[config.mk]
export PLATFORM = sky130hd
export DESIGN_NAME = cla_seq_adder
export DESIGN_NICKNAME = d
export VERILOG_FILES = /design/src/rtl/cla_seq_adder.sv
export SDC_FILE = /design/constraint.sdc
export NUM_CORES = 1
export LEC_CHECK = 0
export BUFFER_PORTS_ARGS = -buffer_cell sky130_fd_sc_hd__buf_4
export CORE_ASPECT_RATIO = 0.7
export CORE_MARGIN = 4
export CORE_UTILIZATION = 57
export CTS_CLUSTER_DIAMETER = 150
export CTS_CLUSTER_SIZE = 20
export DETAILED_ROUTE_END_ITERATION = 7
export PLACE_DENSITY = 0.85
export SKIP_LAST_GASP = 1
export SLEW_MARGIN = 25
export SYNTH_ARGS = -nofsm -noshare
export SYNTH_HDL_FRONTEND = slang
export SYNTH_HIERARCHICAL = 1
export SYNTH_SLANG_ARGS = --single-unit
[constraint.sdc]
create_clock -name clk -period 9.4 [get_ports clk]
set_input_delay 1.88 -clock clk [delete_from_list [all_inputs] [get_ports clk]]
set_output_delay 1.88 -clock clk [all_outputs]
set_load 0.02 [all_outputs]
[src/rtl/cla_seq_adder.sv]
// Multi-cycle WIDTH-bit adder that feeds one 16-bit carry-lookahead slice per cycle, LSB first.
// Optional subtract mode is enabled by defining CLA_SEQ_ADDER_SUB_EN (adds input port sub).

module cla_16bit (
   input  logic [15:0] a,
   input  logic [15:0] b,
   input  logic        carry_start,
   output logic [15:0] sum,
   output logic        carry_out
);

   // Carries into bits 0..3 plus the carry out of bit 3, fully expanded (no ripple).
   function automatic logic [4:0] lookahead4(input logic [3:0] g, input logic [3:0] p,
                                             input logic c0);
      logic [4:0] c;
      c[0] = c0;
      c[1] = g[0] | (p[0] & c0);
      c[2] = g[1] | (p[1] & g[0]) | (p[1] & p[0] & c0);
      c[3] = g[2] | (p[2] & g[1]) | (p[2] & p[1] & g[0]) | (p[2] & p[1] & p[0] & c0);
      c[4] = g[3] | (p[3] & g[2]) | (p[3] & p[2] & g[1]) | (p[3] & p[2] & p[1] & g[0])
           | (p[3] & p[2] & p[1] & p[0] & c0);
      return c;
   endfunction

   logic [15:0] gen;
   logic [15:0] prop;
   logic [3:0]  grp_g;
   logic [3:0]  grp_p;
   logic [4:0]  grp_c;
   logic [4:0]  bit_c;

   assign gen  = a & b;
   assign prop = a ^ b;

   always_comb begin
      grp_g = '0;
      grp_p = '0;
      bit_c = '0;
      sum   = '0;
      for (int j = 0; j < 4; j++) begin
         bit_c    = lookahead4(gen[4*j +: 4], prop[4*j +: 4], 1'b0);
         grp_g[j] = bit_c[4];
         grp_p[j] = &prop[4*j +: 4];
      end
      grp_c = lookahead4(grp_g, grp_p, carry_start);
      for (int j = 0; j < 4; j++) begin
         bit_c            = lookahead4(gen[4*j +: 4], prop[4*j +: 4], grp_c[j]);
         sum[4*j +: 4]    = prop[4*j +: 4] ^ bit_c[3:0];
      end
      carry_out = grp_c[4];
   end

endmodule

module cla_seq_adder #(
   parameter int WIDTH  = 64,
   parameter int NCHUNK = WIDTH / 16
) (
   input  logic             clk,
   input  logic             rst,
   input  logic             in_valid,
   output logic             in_ready,
   input  logic [WIDTH-1:0] a,
   input  logic [WIDTH-1:0] b,
   input  logic             cin,
`ifdef CLA_SEQ_ADDER_SUB_EN
   input  logic             sub,
`endif
   output logic             out_valid,
   input  logic             out_ready,
   output logic [WIDTH-1:0] sum,
   output logic             carry_out,
   output logic             busy
);

   localparam int K_W = (NCHUNK > 1) ? $clog2(NCHUNK) : 1;

   typedef enum logic [1:0] {IDLE, RUN, DONE} state_t;

   state_t           state_q, state_d;
   logic [K_W-1:0]   k_q, k_d;
   logic             carry_q, carry_d;
   logic [WIDTH-1:0] a_q, a_d;
   logic [WIDTH-1:0] b_q, b_d;
   logic [WIDTH-1:0] sum_q, sum_d;
   logic             cout_q, cout_d;
   logic             sub_i;

   logic [15:0]      cla_a;
   logic [15:0]      cla_b;
   logic [15:0]      cla_sum;
   logic             cla_cout;

`ifdef CLA_SEQ_ADDER_SUB_EN
   assign sub_i = sub;
`else
   assign sub_i = 1'b0;
`endif

   cla_16bit u_cla (
      .a           (cla_a),
      .b           (cla_b),
      .carry_start (carry_q),
      .sum         (cla_sum),
      .carry_out   (cla_cout)
   );

   always_comb begin
      cla_a = '0;
      cla_b = '0;
      for (int i = 0; i < NCHUNK; i++) begin
         if (k_q == K_W'(i)) begin
            cla_a = a_q[16*i +: 16];
            cla_b = b_q[16*i +: 16];
         end
      end
   end

   always_comb begin
      state_d = state_q;
      k_d     = k_q;
      carry_d = carry_q;
      a_d     = a_q;
      b_d     = b_q;
      sum_d   = sum_q;
      cout_d  = cout_q;
      case (state_q)
         IDLE: begin
            if (in_valid) begin
               // Subtraction is a + ~b + 1, so the inversion and forced carry happen at capture.
               a_d     = a;
               b_d     = sub_i ? ~b : b;
               carry_d = sub_i ? 1'b1 : cin;
               k_d     = '0;
               state_d = RUN;
            end
         end
         RUN: begin
            for (int i = 0; i < NCHUNK; i++) begin
               if (k_q == K_W'(i)) sum_d[16*i +: 16] = cla_sum;
            end
            carry_d = cla_cout;
            if (k_q == K_W'(NCHUNK - 1)) begin
               cout_d  = cla_cout;
               state_d = DONE;
            end else begin
               k_d = k_q + 1'b1;
            end
         end
         DONE: begin
            if (out_ready) state_d = IDLE;
         end
         default: state_d = IDLE;
      endcase
   end

   always_ff @(posedge clk) begin
      if (rst) begin
         state_q <= IDLE;
         k_q     <= '0;
         carry_q <= 1'b0;
         sum_q   <= '0;
         cout_q  <= 1'b0;
      end else begin
         state_q <= state_d;
         k_q     <= k_d;
         carry_q <= carry_d;
         sum_q   <= sum_d;
         cout_q  <= cout_d;
      end
      a_q <= a_d;
      b_q <= b_d;
   end

   assign in_ready  = (state_q == IDLE);
   assign out_valid = (state_q == DONE);
   assign busy      = (state_q == RUN);
   assign sum       = sum_q;
   assign carry_out = cout_q;

endmodule

Yosys cells after proc, flatten, opt, wreduce, memory -nomap -nowiden
Cells that the tools add are included.
- logic and storage cells: 176
- register bits: 198
- output and inout port bits: 68
- input bits: 133
- equal/unequal tests: 9
- multiplexer cells: 17
- reduce and logical (&&, ||, !) cells: 15
- $add $sub $neg: 1
- bitwise logic cells: 124
- operator list (cell ; count):
    16-bit 2-to-1 mux ; 8
    1-bit bitwise AND ; 72
    1-bit bitwise OR ; 46
    16-bit bitwise AND ; 1
    4-bit AND reduction ; 4
    16-bit bitwise XOR ; 1
    4-bit bitwise XOR ; 4
    2-bit AND reduction ; 6
    2-bit 2-to-1 mux ; 5
    2-bit == test (second input constant) ; 3
    2-bit one-hot mux with 3 select lines ; 1
    3-bit AND reduction ; 2
    2-bit by 1-bit == test with 1-bit output (second input constant) ; 2
    2-bit logical NOT ; 2
    2-bit by 1-bit inequality test with 1-bit output (second input constant) ; 2
    2-bit inequality test (second input constant) ; 2
    2-bit one-hot mux with 2 select lines ; 1
    2-bit by 1-bit adder with 2-bit output (second input constant) ; 1
    1-bit one-hot mux with 2 select lines ; 1
    2-bit nonzero test ; 1
    1-bit 2-to-1 mux ; 1

Logic depth before layout (Yosys ltp)
- depth in word-level cells: 17
- depth in mapped cells: 17
- gate-level depth less buffers: 15

Hierarchy
Netlist, hierarchy kept.
- by module, submodules not included (module ; instances ; cells an instance ; area each (um2)):
    cla_seq_adder ; 1 ; 602 ; 7418.4
    cla_16bit ; 1 ; 90 ; 718.2

Worst setup path before layout
Ideal clock, no wire load.
- kind: input-to-reg
- from: in in_valid
- to: reg a_q[0] (enable)
- setup time: 0.730 ns
- stages on the path: 2
- data arrival time: 3.271 ns
- setup slack: 5.399 ns
- path through: or3b_4 clkinv_2
- word-level cells in the longest chain between the ends: 1
- RTL lines (element ; line ; text):
    from (decl) ; 61 ; input logic in_valid,
    2-bit AND reduction (no line) ; n/a ;
    to (signal assigned) ; 171 ; a_q <= a_d;
    to (decl) ; 83 ; logic [WIDTH-1:0] a_q, a_d;
Every way passes these cells.
A chain may end at the register's enable or synchronous reset.

Worst setup path after layout
- from: reg k_q[1]
- to: reg sum_q[9] (netlist: sum[9])
- elaborated cells on any way between the ends: 41
- classes of those cells: eq/ne (3); mux (8); bitwise (26); reduce/logical (4)
- RTL lines (element ; line ; text):
    from (decl) ; 81 ; logic [K_W-1:0] k_q, k_d;
    from (signal assigned) ; 166 ; k_q <= k_d;
    2-bit logical NOT ; 112 ; if (k_q == K_W'(i)) begin
    16-bit 2-to-1 mux (3 in series) ; 112 ;
    16-bit 2-to-1 mux * ; 112 ;
    net cla_a[1] ; 89 ; logic [15:0] cla_a;
    16-bit bitwise AND or 16-bit bitwise XOR (tied branches) ; 32, 33 ;
    1-bit bitwise AND ; 20 ; c[4] = g[3] | (p[3] & g[2]) | (p[3] & p[2] & g[1]) | (p[3] & p[2] & p[1] & g[0])
    1-bit bitwise OR or 1-bit bitwise AND (tied branches) ; 20 ;
    1-bit bitwise OR ; 20 ;
    1-bit bitwise AND ; 18 ; c[2] = g[1] | (p[1] & g[0]) | (p[1] & p[0] & c0);
    1-bit bitwise OR ; 18 ;
    1-bit bitwise OR * ; 18 ;
    1-bit bitwise AND * ; 17 ; c[1] = g[0] | (p[0] & c0);
    1-bit bitwise OR * ; 17 ;
    4-bit bitwise XOR * ; 48 ; sum[4*j +: 4] = prop[4*j +: 4] ^ bit_c[3:0];
    net cla_sum[9] ; 91 ; logic [15:0] cla_sum;
    to (signal assigned) ; 168 ; sum_q <= sum_d;
    to (decl) ; 85 ; logic [WIDTH-1:0] sum_q, sum_d;
The timed path passes the listed nets; every way through them passes the cells marked *.

==> flow_summary.yaml <==
sta:
  setup_tns_ns: 0
  whs_ns: 0.457
  slew_headroom: 0.453
  max_slew.worst_pin.slew_ns: 0.820
  setup_violations: 0
  clock.fmax_ghz: 0.220
  rsz0062_at_grt: "no"
  period_minus_slack_ns: 4.55
  finClkSkew_ns: 0.0143
  finalHoldViolations: 0
  maxSlewViolCount: 0
  finalCritPeriodShare: 0.484
drt:
  drt-pass1-iter-count: 5
  vias_per_cell: 5.70
  finalWirelength_um: 20500
  drt_iter0_markers: 441
  route.vias.total: 6131
  wl_per_cell_um: 19.0
  drc: 0
  drt.antenna.violating_nets: 0
clock_tree:
  cts_tree: "built"
  cts.htree.levels: 4
  cts_resized: 0
  clk_path_buf_depth: 2
  cts.clk_slew.worst_paths_ns: 0.07
  root_buffer: "clkbuf_16"
  cts_made_buffers: 17
  cts_sinks: 198
  cts_setup_buffers: 0
  cts_hold_buf: 0
  clk_latency_ns: 0.44
setup_path:
  rr_worst_depth: 16
  r2r-start: "k_q[1]"
  slowest_delay_ns: 0.44
  r2r-end: "sum[9]"
  worst_ep_required_time_ns: 9.77
  critPathCaptureType: "register"
  start_kind: "register"
  r2r_setup_slack_ns: 4.85
  crit_arrival_ns: 4.93
  crit_slowest_cell: "xor2_1"
  crit_type: "reg2reg"
  crit_fanout: 36
  worstPathCellList: "inv_1 -> ha_1 -> buf_4 -> nor2b_2 -> buf_4 -> a221oi_1 -> o31ai_1 -> ha_1 -> and3_4 -> a221o_1 -> nor2_1 -> o21ai_0 -> fa_1 -> xor2_1 -> nand2_1 -> a21oi_1"
cells_and_area:
  finalNonFillerCells: 1076
  syn_to_final_growth_pct: 26.4
  num_antenna_cells: 0
  layout.nets: 1030
  layout-drive-gt1-share: 0.287
  final_area_um2: 10300
  finish.utilization: 0.736
logic_synthesis:
  synthTopCellsByCount: "164 x nand2_1, 128 x edfxtp_1, 76 x a21oi_1, 70 x dfxtp_1, 33 x nor2b_1"
  synthesis.nets: 849
  synth_top_family_by_area: "simple AND/OR/NAND/NOR gates"
  synth_area_leader_cell: "edfxtp_1"
  synth_compound_area_frac: 0.130
  synth_simple_gate_area_frac: 0.134
  synth_edf_count: 128
  post_synth_xor_area_fraction: 0.0118
  synth_cell_types: 50
  synth.top_cells.by_area: "edfxtp_1 47%, dfxtp_1 17%, nand2_1 7.6%"
  yosysMostFrequentCell: "nand2_1"
  synth-adder-area-share: 0.0406
  synth_top_area_share: 0.472
  ys_seq_area_frac: 0.645
  synth.avg_cell_area_um2: 11.8
  async_flop_share: 0
  synth_seq_cells: 198
  ys.flop_type: "edfxtp_1"
  yosys-mux-area-fraction: 0.00246
  synth_warnings: 6
  synth_area_um2: 8140
  netlist_instances: 692
worst_hold_path:
  min_path_cells: 2
  min_to: "sum[15]"
  hold_path_class: "reg2reg"
  hold_path_startpoint: "sum[15]"
power:
  comb_power_share: 0.195
  cellPowerDensity_nw_per_um2: 208
  p_int_mw: 1.54
  power.leakage_nw: 3.94
  clkPwrFrac: 0.336
  power.share.sequential: 0.469
  switchingPower_mw: 0.603
  ir_drop_mv: 0.152
  swShare: 0.282
global_route:
  use_met1: 0.342
  use_met2: 0.399
  grt.busiest_layer: "met2"
  antenna_found_initial: 0
  grt_pass1_vias: 5959
  grt_use_total: 0.253
  gr-usage-met3: 0.0733
  grt_pass1_wl_um: 31100
  grt_overflow: 0
  grt_max_degree: 95
floorplanning:
  core-area_um2: 14000
  chipWidth_um: 151
  die-area_um2: 16300
  placementRows: 36
  die_h_um: 108
  start_util: 0.583
  io-pin-count: 201
placed_design:
  post-dp-hpwl_um: 14700
  place_area_um2: 9700
  dp_cells: 1044
  routabilityCongestion: 0.895
  numPortBuffers: 200
outcome:
  status: "completed"
flow_run:
  drv_cap: 0
==> kinds of logic (layout without fill, tap and decap cells) <==
| family | count (synthesis) | count (layout) |
|---|---|---|
| AO/OA/AOI/OAI | 161 | 161 |
| flip-flops | 198 | 198 |
| adder cells (fa/ha/maj) | 24 | 24 |
| buffers and inverters | 61 | 255 |
| XOR/XNOR | 11 | 11 |
| AND/OR/NAND/NOR | 235 | 235 |
| multiplexers | 2 | 2 |
==> metrics by stage <==
step                setup slack (ns)  total power [mW]
floorplan                       5.40              1.27
global placement                5.13              1.41
detailed placement              4.94              1.43
CTS                             4.92              2.14
global route                    4.65              2.22
finish                          4.85              2.14
==> cell usage in the layout, fill, tap and decap left out, types with 2 or more instances in the layout <==
master / instances
buf_4: 204
nand2_1: 164
edfxtp_1: 128
a21oi_1: 76
dfxtp_1: 70
nor2b_1: 33
a221oi_1: 32
o31ai_1: 32
ha_1: 18
clkbuf_16: 18
inv_1: 17
nor2_1: 9
o21ai_0: 7
xnor2_1: 6
nand3_1: 5
xor2_1: 5
nand3b_2: 4
fa_1: 4
inv_4: 3
and3b_2: 3
inv_6: 3
mux2i_1: 2
nor3_1: 2
ha_2: 2
clkbuf_1: 2
inv_8: 2
clkinv_2: 2
nand4_1: 2
a211oi_1: 2
o211ai_1: 2
or2_2: 2
==> worst max-delay path, delay by kind of cell (launching register included) <==
kind,cells,cell delay [ns]
AO/OA/AOI/OAI,5,1.27
XOR/XNOR,1,0.44
adder cells (fa/ha/maj),3,0.93
buffers and inverters,3,0.70
flip-flops,1,0.39
AND/OR/NAND/NOR,4,0.71
==> final cells by class <==
type                            instances  area (um2)
Sequential cell                       198        5250
Fill cell                             910        3680
Multi-Input combinational cell        433        2610
Timing Repair Buffer                  205        1540
Clock buffer                           21         472
Tap cell                              190         238
Clock inverter                         11         110
Inverter                               18        70.1
==> state kept, by name, summed over array words and instances (netlist names) <==
register,cells
sum,64
a_q,64
k_q,2
carry_q,1
b_q,64
state_q,2
carry_out,1
==> power groups by stage <==
| stage | clock [mW] | sequential, mW | combinational [mW] |
|---|---|---|---|
| 2_1_floorplan | 0 | 1.04 | 0.232 |
| 3_3_place_gp | 0 | 1.02 | 0.392 |
| 3_5_place_dp | 0 | 1.02 | 0.406 |
| 4_1_cts | 0.722 | 1.00 | 0.409 |
| 5_1_grt | 0.766 | 1.01 | 0.448 |
| 6_report | 0.719 | 1.00 | 0.417 |
==> layer usage <==
metal / wire length (um) / vias up / share of wire
li1: - / 2853 / -
met1: 8660 / 2935 / 0.42
met2: 9580 / 302 / 0.47
met3: 1770 / 41 / 0.086
met4: 450 / 0 / 0.022
met5: 0 / - / 0
==> worst max-delay path by stage <==
| stage | cells past startpoint | start | to | slack (ns) |
|---|---|---|---|---|
| 2_1_floorplan | 2 | in_valid | a_q[0] | 5.40 |
| 3_3_place_gp | 16 | k_q[1] | sum[9] | 5.13 |
| 3_5_place_dp | 16 | k_q[1] | sum[9] | 4.94 |
| 4_1_cts | 16 | k_q[1] | sum[9] | 4.92 |
| 5_1_grt | 17 | k_q[1] | sum[61] | 4.65 |
| 6_report | 16 | k_q[1] | sum[9] | 4.85 |
Power figures use the tool's default switching activity.
